--- src/rtl/mining_pkg.sv ---
// Shared types and constants for the double-SHA256 work sequencer.
package mining_pkg;

    typedef enum logic [1:0] {
        IDLE  = 2'd0,
        RUN   = 2'd1,
        DRAIN = 2'd2
    } seq_state_t;

    localparam logic [31:0] GOLDEN_MATCH         = 32'hA41F32E7;
    localparam int          DEFAULT_PIPE_LATENCY = 253;

endpackage

--- src/rtl/golden_nonce_fifo.sv ---
// Small synchronous FIFO for golden nonces; a push into a full FIFO is
// accepted when a pop happens in the same cycle.
module golden_nonce_fifo
#(
    parameter int DEPTH = 4,
    parameter int WIDTH = 32
) (
    input  logic             clk,
    input  logic             reset,
    input  logic             push,
    input  logic             pop,
    input  logic [WIDTH-1:0] din,
    output logic [WIDTH-1:0] dout,
    output logic             full,
    output logic             empty
);

    localparam int AW = $clog2(DEPTH);

    logic [WIDTH-1:0] mem [DEPTH];
    logic [AW-1:0]    wr_ptr;
    logic [AW-1:0]    rd_ptr;
    logic [AW:0]      count;
    logic             do_push;
    logic             do_pop;

    assign empty   = (count == '0);
    assign full    = (count == (AW+1)'(DEPTH));
    assign do_pop  = pop && !empty;
    assign do_push = push && (!full || do_pop);
    assign dout    = mem[rd_ptr];

    always_ff @(posedge clk) begin
        if (reset) begin
            wr_ptr <= '0;
            rd_ptr <= '0;
            count  <= '0;
        end else begin
            if (do_push) wr_ptr <= wr_ptr + AW'(1);
            if (do_pop)  rd_ptr <= rd_ptr + AW'(1);
            count <= count + (AW+1)'(do_push) - (AW+1)'(do_pop);
        end
    end

    always_ff @(posedge clk) begin
        if (do_push) mem[wr_ptr] <= din;
    end

endmodule

--- src/rtl/hash_work_sequencer.sv ---
// Feeds the double-SHA256 hasher one nonce per cycle over an inclusive range
// and collects golden nonces, aligning result checks to the pipeline latency.
module hash_work_sequencer
    import mining_pkg::*;
#(
    parameter int          PIPE_LATENCY = DEFAULT_PIPE_LATENCY,
    parameter logic [31:0] GOLDEN_MATCH = mining_pkg::GOLDEN_MATCH,
    parameter int          FIFO_DEPTH   = 4
) (
    input  logic         hash_clk,
    input  logic         reset,
    input  logic         new_work,
    input  logic [255:0] work_midstate,
    input  logic [95:0]  work_data,
    input  logic [31:0]  work_nonce_start,
    input  logic [31:0]  work_nonce_end,
    output logic [255:0] hs_midstate,
    output logic [95:0]  hs_data,
    output logic [31:0]  hs_nonce,
    input  logic [31:0]  hash2_w,
    output logic         gn_valid,
    output logic [31:0]  gn_nonce,
    input  logic         gn_ready,
    output logic         busy,
    output logic         done,
    output logic         overflow
);

    localparam int LAT_W = $clog2(PIPE_LATENCY + 1);

    seq_state_t       state;
    seq_state_t       state_next;
    logic [31:0]      nonce_end;
    logic [31:0]      chk_nonce;
    logic [32:0]      issue_cnt;
    logic [32:0]      chk_cnt;
    logic [LAT_W-1:0] lat_cnt;
    logic             lat_full;
    logic             issuing;
    logic             last_issue;
    logic             check_en;
    logic             match_q;
    logic [31:0]      match_nonce_q;
    logic             match_last_q;
    logic             last_checked_q;
    logic             push;
    logic             pop;
    logic             fifo_full;
    logic             fifo_empty;

    assign issuing    = (state == RUN);
    assign last_issue = issuing && (hs_nonce == nonce_end);
    assign lat_full   = (lat_cnt == LAT_W'(PIPE_LATENCY));
    // A result is ours only once the pipeline has filled and while some
    // issued nonce is still unchecked.
    assign check_en   = (state != IDLE) && lat_full && (chk_cnt < issue_cnt);
    assign busy       = (state != IDLE);

    always_comb begin
        state_next = state;
        done       = 1'b0;
        unique case (state)
            IDLE:  if (new_work) state_next = RUN;
            RUN: begin
                if (new_work)        state_next = RUN;
                else if (last_issue) state_next = DRAIN;
            end
            DRAIN: begin
                if (new_work) begin
                    state_next = RUN;
                end else if (last_checked_q) begin
                    state_next = IDLE;
                    done       = !reset;
                end
            end
            default: state_next = IDLE;
        endcase
    end

    always_ff @(posedge hash_clk) begin
        if (reset) begin
            state          <= IDLE;
            hs_midstate    <= '0;
            hs_data        <= '0;
            hs_nonce       <= '0;
            nonce_end      <= '0;
            chk_nonce      <= '0;
            issue_cnt      <= '0;
            chk_cnt        <= '0;
            lat_cnt        <= '0;
            match_q        <= 1'b0;
            match_nonce_q  <= '0;
            match_last_q   <= 1'b0;
            last_checked_q <= 1'b0;
            overflow       <= 1'b0;
        end else begin
            state <= state_next;
            if (new_work) begin
                hs_midstate    <= work_midstate;
                hs_data        <= work_data;
                hs_nonce       <= work_nonce_start;
                nonce_end      <= work_nonce_end;
                chk_nonce      <= work_nonce_start;
                issue_cnt      <= '0;
                chk_cnt        <= '0;
                lat_cnt        <= '0;
                match_q        <= 1'b0;
                match_last_q   <= 1'b0;
                last_checked_q <= 1'b0;
                overflow       <= 1'b0;
            end else begin
                if (issuing) begin
                    issue_cnt <= issue_cnt + 33'd1;
                    if (!last_issue) hs_nonce <= hs_nonce + 32'd1;
                end
                if (busy && !lat_full) lat_cnt <= lat_cnt + LAT_W'(1);
                match_q        <= check_en && (hash2_w == GOLDEN_MATCH);
                match_last_q   <= check_en && (chk_nonce == nonce_end);
                match_nonce_q  <= chk_nonce;
                last_checked_q <= match_last_q;
                if (check_en) begin
                    chk_nonce <= chk_nonce + 32'd1;
                    chk_cnt   <= chk_cnt + 33'd1;
                end
                if (push && fifo_full && !pop) overflow <= 1'b1;
            end
        end
    end

    // gn_* handshake: gn_nonce is the FIFO head and holds while gn_valid is
    // high; an entry leaves on any edge where gn_valid and gn_ready are both 1.
    assign gn_valid = !fifo_empty;
    assign pop      = gn_valid && gn_ready;
    assign push     = match_q && !new_work;

    golden_nonce_fifo #(
        .DEPTH (FIFO_DEPTH),
        .WIDTH (32)
    ) u_fifo (
        .clk   (hash_clk),
        .reset (reset),
        .push  (push),
        .pop   (pop),
        .din   (match_nonce_q),
        .dout  (gn_nonce),
        .full  (fifo_full),
        .empty (fifo_empty)
    );

endmodule

--- config.mk ---
export PLATFORM = sky130hd
export DESIGN_NAME = hash_work_sequencer
export DESIGN_NICKNAME = d
export VERILOG_FILES = /design/src/rtl/mining_pkg.sv /design/src/rtl/golden_nonce_fifo.sv /design/src/rtl/hash_work_sequencer.sv
export SDC_FILE = /design/constraint.sdc
export NUM_CORES = 1
export LEC_CHECK = 0
export BUFFER_PORTS_ARGS = -buffer_cell sky130_fd_sc_hd__clkbuf_2
export CAP_MARGIN = 20
export CORE_AREA = 2 2 335 337
export CTS_CLUSTER_DIAMETER = 60
export DETAILED_ROUTE_END_ITERATION = 12
export DIE_AREA = 0 0 337 339
export PLACE_DENSITY_LB_ADDON = 0.3
export SLEW_MARGIN = 40
export SYNTH_ARGS = -nofsm -noshare
export SYNTH_HDL_FRONTEND = slang
export SYNTH_HIERARCHICAL = 1
export SYNTH_SLANG_ARGS = --single-unit
export TNS_END_PERCENT = 50
--- constraint.sdc ---
create_clock -name hash_clk -period 5.5 [get_ports hash_clk]
set_input_delay 0.275 -clock hash_clk [delete_from_list [all_inputs] [get_ports hash_clk]]
set_output_delay 0.275 -clock hash_clk [all_outputs]
set_load 0.01 [all_outputs]
======== Yosys cells after proc, flatten, opt, wreduce, memory -nomap -nowiden ========
Memory sizes are Yosys's and may differ from the RTL's. A register that Yosys moved wholly into a read port is not among the register bits.
Cells that the tools add are included.
W data, S select, Z words.
operators by class
  eq/ne operators ......................... 11
  add/sub/neg operators ................... 9
  multiplexer cells ....................... 18
  reductions and logical operators ........ 27
  $lt $le $gt $ge ......................... 1
operator list
  cell                     number
  $mux W32                 5
  $add A33 B1 Y33 const B  2
  $add A32 B1 Y32 const B  2
  $eq A32 B32 Y1           2
  $lt A33 B33 Y1           1
  $eq A32 B32 Y1 const B   1
  $mux W2                  7
  $logic_and A1 B1 Y1      12
  $add A8 B1 Y8 const B    1
  $eq A8 B8 Y1 const B     1
  $logic_not A1 Y1         6
  $pmux W2 S3              1
  $reduce_bool A2 Y1       3
  $mux W1                  5
  $add A2 B1 Y2 const B    2
  $ne A2 B2 Y1 const B     2
  $add A3 B1 Y3            1
  $eq A3 B3 Y1 const B     1
  $logic_not A3 Y1         1
  $ne A3 B2 Y1 const B     1
  $ne A3 B3 Y1 const B     1
  $reduce_and A3 Y1        1
  $sub A3 B1 Y3            1
  $eq A2 B1 Y1 const B     1
  5 further kinds          5
storage, ports and cells
  word-level logic and storage cells ...... 84
  RAM bits ................................ 128
  memories kept ........................... 1
  register bits after elaboration ......... 567
memory list
  name        depth  bits a word  rd ports  clocked after Yosys merged registers in  write ports  RTL line                 text
  u_fifo.mem  4      32           1         1                                        1            golden_nonce_fifo.sv:20  logic [WIDTH-1:0] mem [DEPTH];

======== Logic depth before layout (Yosys ltp) ========
Gate-level depths: netlist (run 1).
  depth in word-level cells ............... 8
  gate-level depth with buffers ........... 12
  gate-level depth less buffers ........... 10

======== Hierarchy ========
Netlist (run 1), hierarchy kept.
modules (own cells, without submodules)
  module               area an instance (um^2)  seq. area each (um^2)  cells an instance  times used
  hash_work_sequencer  23281.1                  11210.8                2479               1
  golden_nonce_fifo    5198.7                   4023.9                 214                1

======== Worst setup path after synthesis (run 1) ========
No wires, ideal clock.
  kind .................................... register to register
  from .................................... register issue_cnt[28]
  to ...................................... register chk_nonce[4]
  library setup time ...................... 0.086 ns
  path slack .............................. 2.777 ns
  clock period less this slack ............ 2.723 ns
  cell stages (with the launch flop) ...... 13
  data required time ...................... 5.414 ns
  arrival time ............................ 2.637 ns
  cell sequence ........................... dfxtp_1 inv_1 ha_1 nand4_1 nor4_1 nand3_1 o221ai_1 or3_1 clkbuf_1 buf_2 buf_2 nor2_1 a211oi_1
between the ends
  word-level cells in the longest chain between the ends .. 3
RTL lines
  what                          RTL line                    text
  start, declared               hash_work_sequencer.sv:35   logic [32:0] issue_cnt;
  start signal, assigned        hash_work_sequencer.sv:113  issue_cnt <= issue_cnt + 33'd1;
  $lt A33 B33 Y1                hash_work_sequencer.sv:56   assign check_en = (state != IDLE) && lat_full && (chk_cnt < issue_cnt);
  $logic_and A1 B1 Y1           hash_work_sequencer.sv:56
  $reduce_bool A2 Y1 (no line)  n/a
  end signal, assigned          hash_work_sequencer.sv:103  chk_nonce <= work_nonce_start;
  end signal, assigned          hash_work_sequencer.sv:122  chk_nonce <= chk_nonce + 32'd1;
  end, declared                 hash_work_sequencer.sv:34   logic [31:0] chk_nonce;
Every way passes these cells.
A chain may end at the register's enable or synchronous reset.

======== Worst setup path in the final report (run 1) ========
  from .................................... register issue_cnt[20]
  to ...................................... register match_q
between the ends
  word-level cells in the longest chain between the ends .. 3
RTL lines
  what                  RTL line                    text
  $lt A33 B33 Y1        hash_work_sequencer.sv:56
  $logic_and A1 B1 Y1   hash_work_sequencer.sv:56
  $logic_and A1 B1 Y1   hash_work_sequencer.sv:117  match_q <= check_en && (hash2_w == GOLDEN_MATCH);
  end signal, assigned  hash_work_sequencer.sv:117
  end, declared         hash_work_sequencer.sv:42   logic match_q;
Every way passes these cells.

==> reports/metrics.yaml, run 1 <==
run_status:
  run_status: "completed"
grt:
  first_global_vias: 25285
  gr-usage-all-layers_pct: 24.3
  grt_remaining_overflow: 0
  number_of_antenna_violations_at_the_first_check_in_global_routing: 32
  wire_length_of_the_first_global_routing_pass_microns: 195000
  grt_start_max_net_pins: 170
timing:
  timing.setup.tns_ps: 0
  worst_slew_pin_slew_ps: 965
  maximum_achievable_frequency_mhz: 267
  slew_margin_rel_pct: 35.7
  setup_viol: 0
  rsz_0062_raised_after_global_routing: "no"
  timing_hold_violations_final: 0
  min_period_ps: 3750
  timing_max_transition_violations_final: 0
  fin_skew_ps: 30.1
  finalCritPeriodShare_pct: 68.2
floorplanning:
  boundaryPins: 872
  floorplan.die.width_microns: 337
  fp-row-count: 122
  die_h_microns: 339
  core_area_sq_um: 110000
  initial_core_util_pct: 25.8
  full_die_area_sq_um: 114000
finish:
  layout.cell_area.non_filler_sq_um: 42000
  layout_commonest_cell: "clkbuf_2"
  finalCoreUtilization_pct: 38.1
  synthToLayoutAreaGrowth_pct: 47.5
  layout.cells.non_filler: 5525
  most_frequent_cells_in_the_layout: "clkbuf_2, dfxtp_1, nor2_1"
  fillerInstances: 11010
  layout-drive-gt1-share_pct: 26.9
  fin_nets: 4434
routing:
  route.final.wire_length_microns: 143000
  vias: 25495
  detail-route-antenna-nets: 0
  average_wire_per_cell_in_the_routed_design_microns: 25.9
  first_iter_violations: 1794
  drt_drc_violations_left: 0
  avgViaCountPerCell: 4.61
  firstDrtPassIters: 5
pwr:
  p_seq_share_pct: 41.0
  combPwrFrac_pct: 11.4
  static-leakage-power_nw: 18.7
  p_clk_share_pct: 47.6
  power_switching_mw: 3.59
  peakVddDrop_mv: 0.270
  power_density_nw_per_um2: 324
  total_power_consumption_mw: 13.6
  switching_share_pct: 26.4
  power.internal_mw: 10.0
clock_tree:
  cts_buffer_depth: 3
  cts_buffer_count: 92
  worst_setup_hold_path_clk_slew_ps: 60
  post-cts-setup-buffer-count: 0
  cts.repair.resized: 0
  cts_root_buffer: "clkbuf_16"
  tritoncts: "done"
  insertion_delay_ps: 670
  numClockSinks: 697
  htree_num_levels: 3
yosys:
  ys_types: 67
  synth_edf_count: 128
  synthDominantCellAreaShare_pct: 40.0
  synth.ff_latch_count: 697
  async_flop_share_pct: 0
  mappedNetlistArea_sq_um: 28500
  synth.top_cells.by_area: "dfxtp_1, mux2i_1, edfxtp_1"
  post-synth-top-area-cell: "dfxtp_1"
  netlist_instances: 2693
  synth_top_flop_cell: "dfxtp_1"
  synthesis.nets: 3189
  post_synth.cell_area_avg_sq_um: 10.6
  synthesis.yosys.warnings: 6
  ys_seq_area_share_pct: 53.5
placed_design:
  gp_routability_congestion: 1.07
  place.port_buffers: 871
  cell_area_after_placement_sq_um: 34400
  placed_cells: 4911
  dp_hpwl_microns: 110000
setup_path:
  worst-path-max-fanout: 26
  critPathRequiredTime_ps: 6060
  worst-setup-path-type: "reg -> reg"
  timing.reg2reg.setup_slack_ps: 1750
  worstPathCellList: "inv_1, ha_1, nand4_1, nor4_1, nand3_1, o221ai_1, buf_4, or3_1, buf_4, nor4_1, dlygate4sd3_1"
  timing.critical_path.slowest_stage_cell: "dlygate4sd3_1"
  worstPathArrival_ps: 4300
  critPathLaunchType: "register"
  setup.worst_path.end_class: "register"
  timing.critical_path.slowest_cell_delay_ps: 590
  critical_path.top_delay_family: "buffers and inverters"
  timing.critical_path.buf_inv: 4
flow_run:
  max-cap-violations: 0
worst_hold_path:
  hold_path_class: "in -> reg"
[kinds of logic (layout without fill, tap and decap cells)]
logic type / Yosys count / count (layout) / synth area share (%)
DFF: 697 / 697 / 53.5
xor gates and xnor gates: 135 / 135 / 4.15
buffers and inverters: 225 / 1547 / 3.12
AOI/OAI and AO/OA: 180 / 180 / 4.20
adders and majority gates: 44 / 44 / 1.96
muxes: 446 / 446 / 17.4
and+or+nand+nor: 966 / 966 / 15.7
other: 0 / 22 / 0
[metal layers]
| layer | wire length [microns] | GRT usage [%] |
|---|---|---|
| met1 | 55800 | 28.4 |
| met2 | 68200 | 40.3 |
| met3 | 11100 | 6.92 |
| met4 | 7790 | 12.2 |
| met5 | 15 | 0 |
[layout make-up]
| class | instances | area (sq um) | share of cell area, % |
|---|---|---|---|
| inverters | 64 | 240 | 0.572 |
| flip-flops and latches | 697 | 15200 | 36.3 |
| multi-input cells | 1771 | 12400 | 29.5 |
| clock buffers | 123 | 2560 | 6.10 |
| clock inverters | 48 | 729 | 1.74 |
| well taps | 1488 | 1860 | 4.43 |
| diodes | 22 | 55.1 | 0.131 |
| repair buffers | 1312 | 8920 | 21.3 |
[worst paths after layout]
check | startpoint | end | cells after the start
worst max-delay path | issue_cnt[20]$_SDFFE_PP0P_ | match_q$_SDFF_PP0_ | 11
worst min-delay path | reset | chk_nonce[16]$_SDFFE_PP0P_ | 2
worst max register to register | issue_cnt[20]$_SDFFE_PP0P_ | match_q$_SDFF_PP0_ | 11
worst min register to register | overflow$_SDFFE_PP0P_ | overflow$_SDFFE_PP0P_ | 2
[Yosys cell counts, types with 16 or more instances]
master    count
mux4_1       20
nand3_1      46
mux2i_1     413
o21ai_0      16
nor2_1      509
nor2b_1      17
xor2_1       56
nand4_1      67
xnor2_1      79
and3_1       32
a211oi_1     22
dfxtp_1     569
nor3_1       38
edfxtp_1    128
buf_1        52
nand2_1     134
clkbuf_1     93
nor4_1       33
ha_1         43
a21oi_1      69
or3_1        22
inv_1        63
[through the flow]
stage,hold slack (ps),worst slack [ps]
finish,45.8,1750
detailed placement,446,2050
global placement,453,2090
floorplan,406,2780
global route,36.9,1450
CTS,0.722,1760
[flip-flops by register name, indices dropped and copies added, names as in the netlist, 32 cells and up, named ones only]
name / count
chk_cnt: 33
match_nonce_q: 32
nonce_end: 32
issue_cnt: 33
hs_midstate: 256
hs_data: 96
u_fifo/mem: 128
hs_nonce: 32
chk_nonce: 32
[timing repair]
| item | in CTS | in global routing |
|---|---|---|
| endpoints found under the setup margin | 0 | 0 |
| hold buffers | 418 | 1 |
| endpoints found under the hold margin | 421 | 1 |
[power by group through the flow]
stage	clock (mW)	combinational (mW)	sequential, mW
after floorplan	0	0.513	5.70
after global placement	0	1.26	5.68
after detailed placement	0	1.27	5.68
after CTS	6.64	1.55	5.57
after global routing	6.83	1.65	5.60
final	6.48	1.56	5.58
Note: power is estimated with default switching activity, not from simulation.
==> inputs of run 2 (changes only) <==
--- a/config.mk
+++ b/config.mk
@@ -7,10 +7,10 @@
 export LEC_CHECK = 0
 export BUFFER_PORTS_ARGS = -buffer_cell sky130_fd_sc_hd__clkbuf_2
 export CAP_MARGIN = 20
-export CORE_AREA = 2 2 335 337
+export CORE_AREA = 2 2 337 339
 export CTS_CLUSTER_DIAMETER = 60
 export DETAILED_ROUTE_END_ITERATION = 12
-export DIE_AREA = 0 0 337 339
+export DIE_AREA = 0 0 339 341
 export PLACE_DENSITY_LB_ADDON = 0.3
 export SLEW_MARGIN = 40
 export SYNTH_ARGS = -nofsm -noshare
==> constraint.sdc (replaced) <==
create_clock -name hash_clk -period 3.5 [get_ports hash_clk]
set_input_delay 0.175 -clock hash_clk [delete_from_list [all_inputs] [get_ports hash_clk]]
set_output_delay 0.175 -clock hash_clk [all_outputs]
set_load 0.01 [all_outputs]
==> reports/metrics.yaml, run 2 (synthesis results as in run 1) <==
floorplanning:
  die_h_microns: 341
  core_area_sq_um: 112000
  boundaryPins: 872
  initial_core_util_pct: 25.5
  floorplan.die.width_microns: 339
  full_die_area_sq_um: 116000
  fp-row-count: 123
run_status:
  run_status: "completed"
setup_path:
  crit_start: "issue_cnt[12]$_SDFFE_PP0P_"
  crit_cells: 10
  timing.critical_path.slowest_cell_delay_ps: 580
  worst-path-max-fanout: 27
  setup.worst_path.end_class: "register"
  critPathRequiredTime_ps: 4090
  timing.critical_path.to: "match_q$_SDFF_PP0_"
  worstPathCellList: "inv_1, ha_1, a21oi_1, o21ai_0, a221oi_1, o221ai_1, or3_1, buf_4, nor4_1, dlygate4sd3_1"
  critPathLaunchType: "register"
  worst-setup-path-type: "reg -> reg"
  timing.critical_path.buf_inv: 3
  timing.critical_path.slowest_stage_cell: "dlygate4sd3_1"
  worstReg2RegEnd: "match_q$_SDFF_PP0_"
  worstPathArrival_ps: 3840
  path_depth_of_the_worst_reg2reg_path: 10
  timing.reg2reg.setup_slack_ps: 250
  critical_path.top_delay_family: "buffers and inverters"
  worst_r2r_startpoint: "issue_cnt[12]$_SDFFE_PP0P_"
clock_tree:
  numClockSinks: 697
  cts_buffer_depth: 3
  post-cts-setup-buffer-count: 0
  cts.hold.buffers_added: 441
  htree_num_levels: 3
  cts.repair.resized: 0
  insertion_delay_ps: 660
  tritoncts: "done"
  cts_root_buffer: "clkbuf_16"
  cts_buffer_count: 88
  worst_setup_hold_path_clk_slew_ps: 60
finish:
  max_flop_register: "hs_midstate"
  fin_nets: 4478
  layout-drive-gt1-share_pct: 26.9
  most_frequent_cells_in_the_layout: "clkbuf_2, dfxtp_1, nor2_1"
  layout_commonest_cell: "clkbuf_2"
  synthToLayoutAreaGrowth_pct: 47.8
  flip_flop_count_of_the_largest_register_after_layout: 256
  largest_regs: "hs_midstate (256), u_fifo/mem (128), hs_data (96)"
timing:
  setup_viol: 0
  rsz_0062_raised_after_global_routing: "no"
  worst_slew_pin_slew_ps: 794
  fin_skew_ps: 22.4
  timing.setup.tns_ps: 0
  timing_max_transition_violations_final: 0
  finalCritPeriodShare_pct: 92.8
  maximum_achievable_frequency_mhz: 308
  min_period_ps: 3250
  slew_margin_rel_pct: 47.1
  timing_hold_violations_final: 0
  final.hold.worst_slack_ps: 86.2
routing:
  vias: 25914
  route.final.wire_length_microns: 139000
  average_wire_per_cell_in_the_routed_design_microns: 24.8
  avgViaCountPerCell: 4.64
  first_iter_violations: 2218
  firstDrtPassIters: 6
  drt_drc_violations_left: 0
  detail-route-antenna-nets: 0
grt:
  grt_remaining_overflow: 0
  gr-usage-all-layers_pct: 23.0
  first_global_vias: 25581
  use_met2_pct: 38.0
  use_met1_pct: 25.5
  number_of_antenna_violations_at_the_first_check_in_global_routing: 46
  wire_length_of_the_first_global_routing_pass_microns: 191000
  top_usage_layer: "met2"
  met3_usage_pct: 8.97
  grt_start_max_net_pins: 138
flow_run:
  max-cap-violations: 0
placed_design:
  gp_routability_congestion: 1.08
  dp_hpwl_microns: 106000
  place.port_buffers: 871
pwr:
  power_density_nw_per_um2: 490
  peakVddDrop_mv: 0.346
  static-leakage-power_nw: 18.7
worst_hold_path:
  hold_path_class: "in -> reg"
[run 2: cell types whose count changed in the layout (fill, tap and decap cells not counted), sizes merged]
cell         before  now
inv              75   76
buf              24   50
diode            22   28
dlygate4sd3     419  441
clkbuf          992  986
bufinv           13    8
clkinvlp          5    7
[run 2: where the power goes]
group          internal [mW]  total (mW)  switching, mW
logic                   1.11        2.47           1.37
registers               8.47        8.76          0.291
clock network           5.52        9.38           3.85
total                   15.1        20.6           5.51
[run 2: stage by stage]
step / util, % / total power, mW / setup WS (ps) / instances / cell area [sq um]
final: 37.6 / 20.6 / 252 / 5583 / 42100
after CTS: 37.6 / 20.8 / 224 / 5555 / 42000
after floorplan: - / 9.76 / 777 / 2693 / 28500
after global placement: 30.9 / 10.9 / 498 / 4948 / 34500
after detailed placement: 30.9 / 10.9 / 508 / 4951 / 34600
after global routing: 37.6 / 21.3 / 33.7 / 5570 / 42100
[run 2: tightest hold or removal path, stage by stage]
cell and delay (ps):
clkbuf_2 80, inv_1 40, a21oi_1 200, a21boi_0 200
[run 2: per-layer routing]
layer	vias up	routed length (microns)
met5	-	71
met4	12	8120
met3	279	13800
met2	1090	65200
met1	12461	51400
li1	12072	-
[run 2: worst min-delay path by stage]
| stage | startpoint | end | slack (ps) | cells after the start |
|---|---|---|---|---|
| after floorplan | work_midstate[156] | hs_midstate[156]$_SDFFE_PP0P_ | 320 | 2 |
| after global placement | work_midstate[124] | hs_midstate[124]$_SDFFE_PP0P_ | 410 | 3 |
| after detailed placement | work_midstate[171] | hs_midstate[171]$_SDFFE_PP0P_ | 420 | 3 |
| after CTS | work_nonce_start[13] | hs_nonce[13]$_SDFFE_PP0P_ | 5 | 4 |
| after global routing | work_nonce_start[13] | hs_nonce[13]$_SDFFE_PP0P_ | 60 | 4 |
| final | work_nonce_start[13] | hs_nonce[13]$_SDFFE_PP0P_ | 90 | 4 |
[run 2: area by class of cell]
cell class / count / area, sq um
antenna: 28 / 70.1
clock buffer: 117 / 2410
clock inverter: 46 / 587
fill: 11218 / 69800
inverter: 64 / 240
multi-input combinational: 1771 / 12400
sequential: 697 / 15200
tap: 1500 / 1880
timing repair buffer: 1360 / 9300
==> inputs of run 3 (changes only) <==
--- a/config.mk
+++ b/config.mk
@@ -11,7 +11,7 @@
 export CTS_CLUSTER_DIAMETER = 60
 export DETAILED_ROUTE_END_ITERATION = 12
 export DIE_AREA = 0 0 339 341
-export PLACE_DENSITY_LB_ADDON = 0.3
+export PLACE_DENSITY_LB_ADDON = 0.1
 export SLEW_MARGIN = 40
 export SYNTH_ARGS = -nofsm -noshare
 export SYNTH_HDL_FRONTEND = slang
==> reports/metrics.yaml, run 3 (synthesis results as in run 1) <==
clock_tree:
  tritoncts: "done"
  worst_setup_hold_path_clk_slew_ps: 60
  cts_buffer_count: 95
  numClockSinks: 697
  cts_buffer_depth: 3
  htree_num_levels: 3
  post-cts-setup-buffer-count: 0
  cts.repair.resized: 0
  cts_root_buffer: "clkbuf_16"
  insertion_delay_ps: 670
timing:
  maximum_achievable_frequency_mhz: 318
  slew_margin_rel_pct: 38.0
  worst_slew_pin_slew_ps: 930
  timing_max_transition_violations_final: 0
  setup_viol: 0
  fin_skew_ps: 29.8
  final.hold.worst_slack_ps: 85.1
  finalCritPeriodShare_pct: 89.8
  timing.setup.tns_ps: 0
  min_period_ps: 3140
  timing_hold_violations_final: 0
  rsz_0062_raised_after_global_routing: "no"
pwr:
  switching_share_pct: 25.8
  p_seq_share_pct: 41.0
  peakVddDrop_mv: 0.334
  p_clk_share_pct: 48.1
  power_switching_mw: 5.50
  power_density_nw_per_um2: 505
  power.internal_mw: 15.8
  static-leakage-power_nw: 18.9
  combPwrFrac_pct: 10.8
floorplanning:
  initial_core_util_pct: 25.5
  die_h_microns: 341
  floorplan.die.width_microns: 339
  boundaryPins: 872
  core_area_sq_um: 112000
  fp-row-count: 123
  full_die_area_sq_um: 116000
finish:
  max_flop_register: "hs_midstate"
  fillerInstances: 11379
  layout-drive-gt1-share_pct: 27.4
  layout_commonest_cell: "clkbuf_2"
  fin_nets: 4475
  flip_flop_count_of_the_largest_register_after_layout: 256
  most_frequent_cells_in_the_layout: "clkbuf_2, dfxtp_1, nor2_1"
  synthToLayoutAreaGrowth_pct: 48.5
  largest_regs: "hs_midstate (256), u_fifo/mem (128), hs_data (96)"
  finalCoreUtilization_pct: 37.8
setup_path:
  critPathRequiredTime_ps: 4090
  worst-setup-path-type: "reg -> reg"
  setup.worst_path.end_class: "register"
  crit_start: "issue_cnt[31]$_SDFFE_PP0P_"
  worstPathArrival_ps: 3730
  worst-path-max-fanout: 20
  critPathLaunchType: "register"
  timing.critical_path.slowest_stage_cell: "a2111o_1"
  worst_r2r_startpoint: "issue_cnt[31]$_SDFFE_PP0P_"
  timing.critical_path.slowest_cell_delay_ps: 620
  worstPathCellList: "inv_1, ha_1, a21oi_1, nand2_1, a2111o_1, or3_1, buf_4, nor4_1, dlygate4sd3_1"
grt:
  wire_length_of_the_first_global_routing_pass_microns: 176000
  met3_usage_pct: 5.32
  grt_remaining_overflow: 0
  number_of_antenna_violations_at_the_first_check_in_global_routing: 32
  gr-usage-all-layers_pct: 20.7
  first_global_vias: 24928
  use_met1_pct: 26.6
  top_usage_layer: "met2"
  grt_start_max_net_pins: 145
  use_met2_pct: 34.1
routing:
  average_wire_per_cell_in_the_routed_design_microns: 22.2
  firstDrtPassIters: 5
  vias: 24737
  first_iter_violations: 1402
  drt_drc_violations_left: 0
  detail-route-antenna-nets: 0
  route.final.wire_length_microns: 124000
  avgViaCountPerCell: 4.44
worst_hold_path:
  holdCritStartpoint: "gn_ready"
  hold_path_class: "in -> reg"
run_status:
  run_status: "completed"
placed_design:
  dp_hpwl_microns: 93700
  gp_routability_congestion: 0.835
  place.port_buffers: 871
flow_run:
  max-cap-violations: 0
-- run 3: changes by cell type in the layout (fill, tap and decap cells not counted), moves of 6 or more --
cell           change
clkbuf_16          +8
clkinv_4           +6
dlygate4sd3_1      -6
clkinv_2           +8
diode_2           -11
clkbuf_1           -6
-- run 3: path summary, 6_finish.rpt --
check / to / slack [ps] / cells past startpoint
setup / recovery: match_q$_SDFF_PP0_ / 360 / 9
hold / removal: u_fifo/rd_ptr[0]$_SDFFE_PP0N_ / 90 / 5
setup reg to reg: match_q$_SDFF_PP0_ / 360 / 9
hold reg to reg: last_checked_q$_SDFF_PP0_ / 450 / 1
-- run 3: power groups by stage --
stage	clock network (mW)	registers, mW	logic, mW
floorplan	0	8.96	0.806
global placement	0	8.92	1.89
detailed placement	0	8.92	1.89
CTS	10.6	8.75	2.34
global route	10.9	8.79	2.49
finish	10.3	8.76	2.32
-- run 3: layout make-up --
cell class	instances	area, sq um	share of cell area [%]
Inverter	64	240	0.568
Tap cell	1500	1880	4.44
Clock buffer	119	2590	6.12
Sequential cell	697	15200	36.0
Clock inverter	58	746	1.76
Timing Repair Buffer	1350	9190	21.7
Antenna cell	17	42.5	0.101
Multi-Input combinational cell	1771	12400	29.3
-- run 3: stage by stage --
stage	cell area (sq um)	cells	worst slack, ps	total power, mW
after global placement	34500	4946	520	10.8
after detailed placement	34600	4947	509	10.8
after global routing	42300	5570	133	22.2
final	42300	5576	356	21.3
after floorplan	28500	2693	777	9.76
after CTS	42300	5559	363	21.7
-- run 3: critical path, delay by kind of cell (launching register included) --
| kind | cells | cell delay, ps |
|---|---|---|
| AOI/OAI and AO/OA | 2 | 770 |
| adders and majority gates | 1 | 320 |
| DFF | 1 | 350 |
| buffers and inverters | 3 | 870 |
| and+or+nand+nor | 3 | 760 |
-- run 3: per-layer routing --
| layer | share of wire [%] | wire length [microns] | vias to the layer above |
|---|---|---|---|
| met5 | 0 | 0 | - |
| met4 | 2.2 | 2680 | 0 |
| met3 | 6.6 | 8160 | 163 |
| met2 | 47 | 58400 | 715 |
| met1 | 44 | 54600 | 11806 |
| li1 | - | - | 12053 |
-- run 3: repair_timing --
action	in CTS	in global routing
hold endpoints to repair	455	0
hold buffers	435	0
setup endpoints to repair	0	0
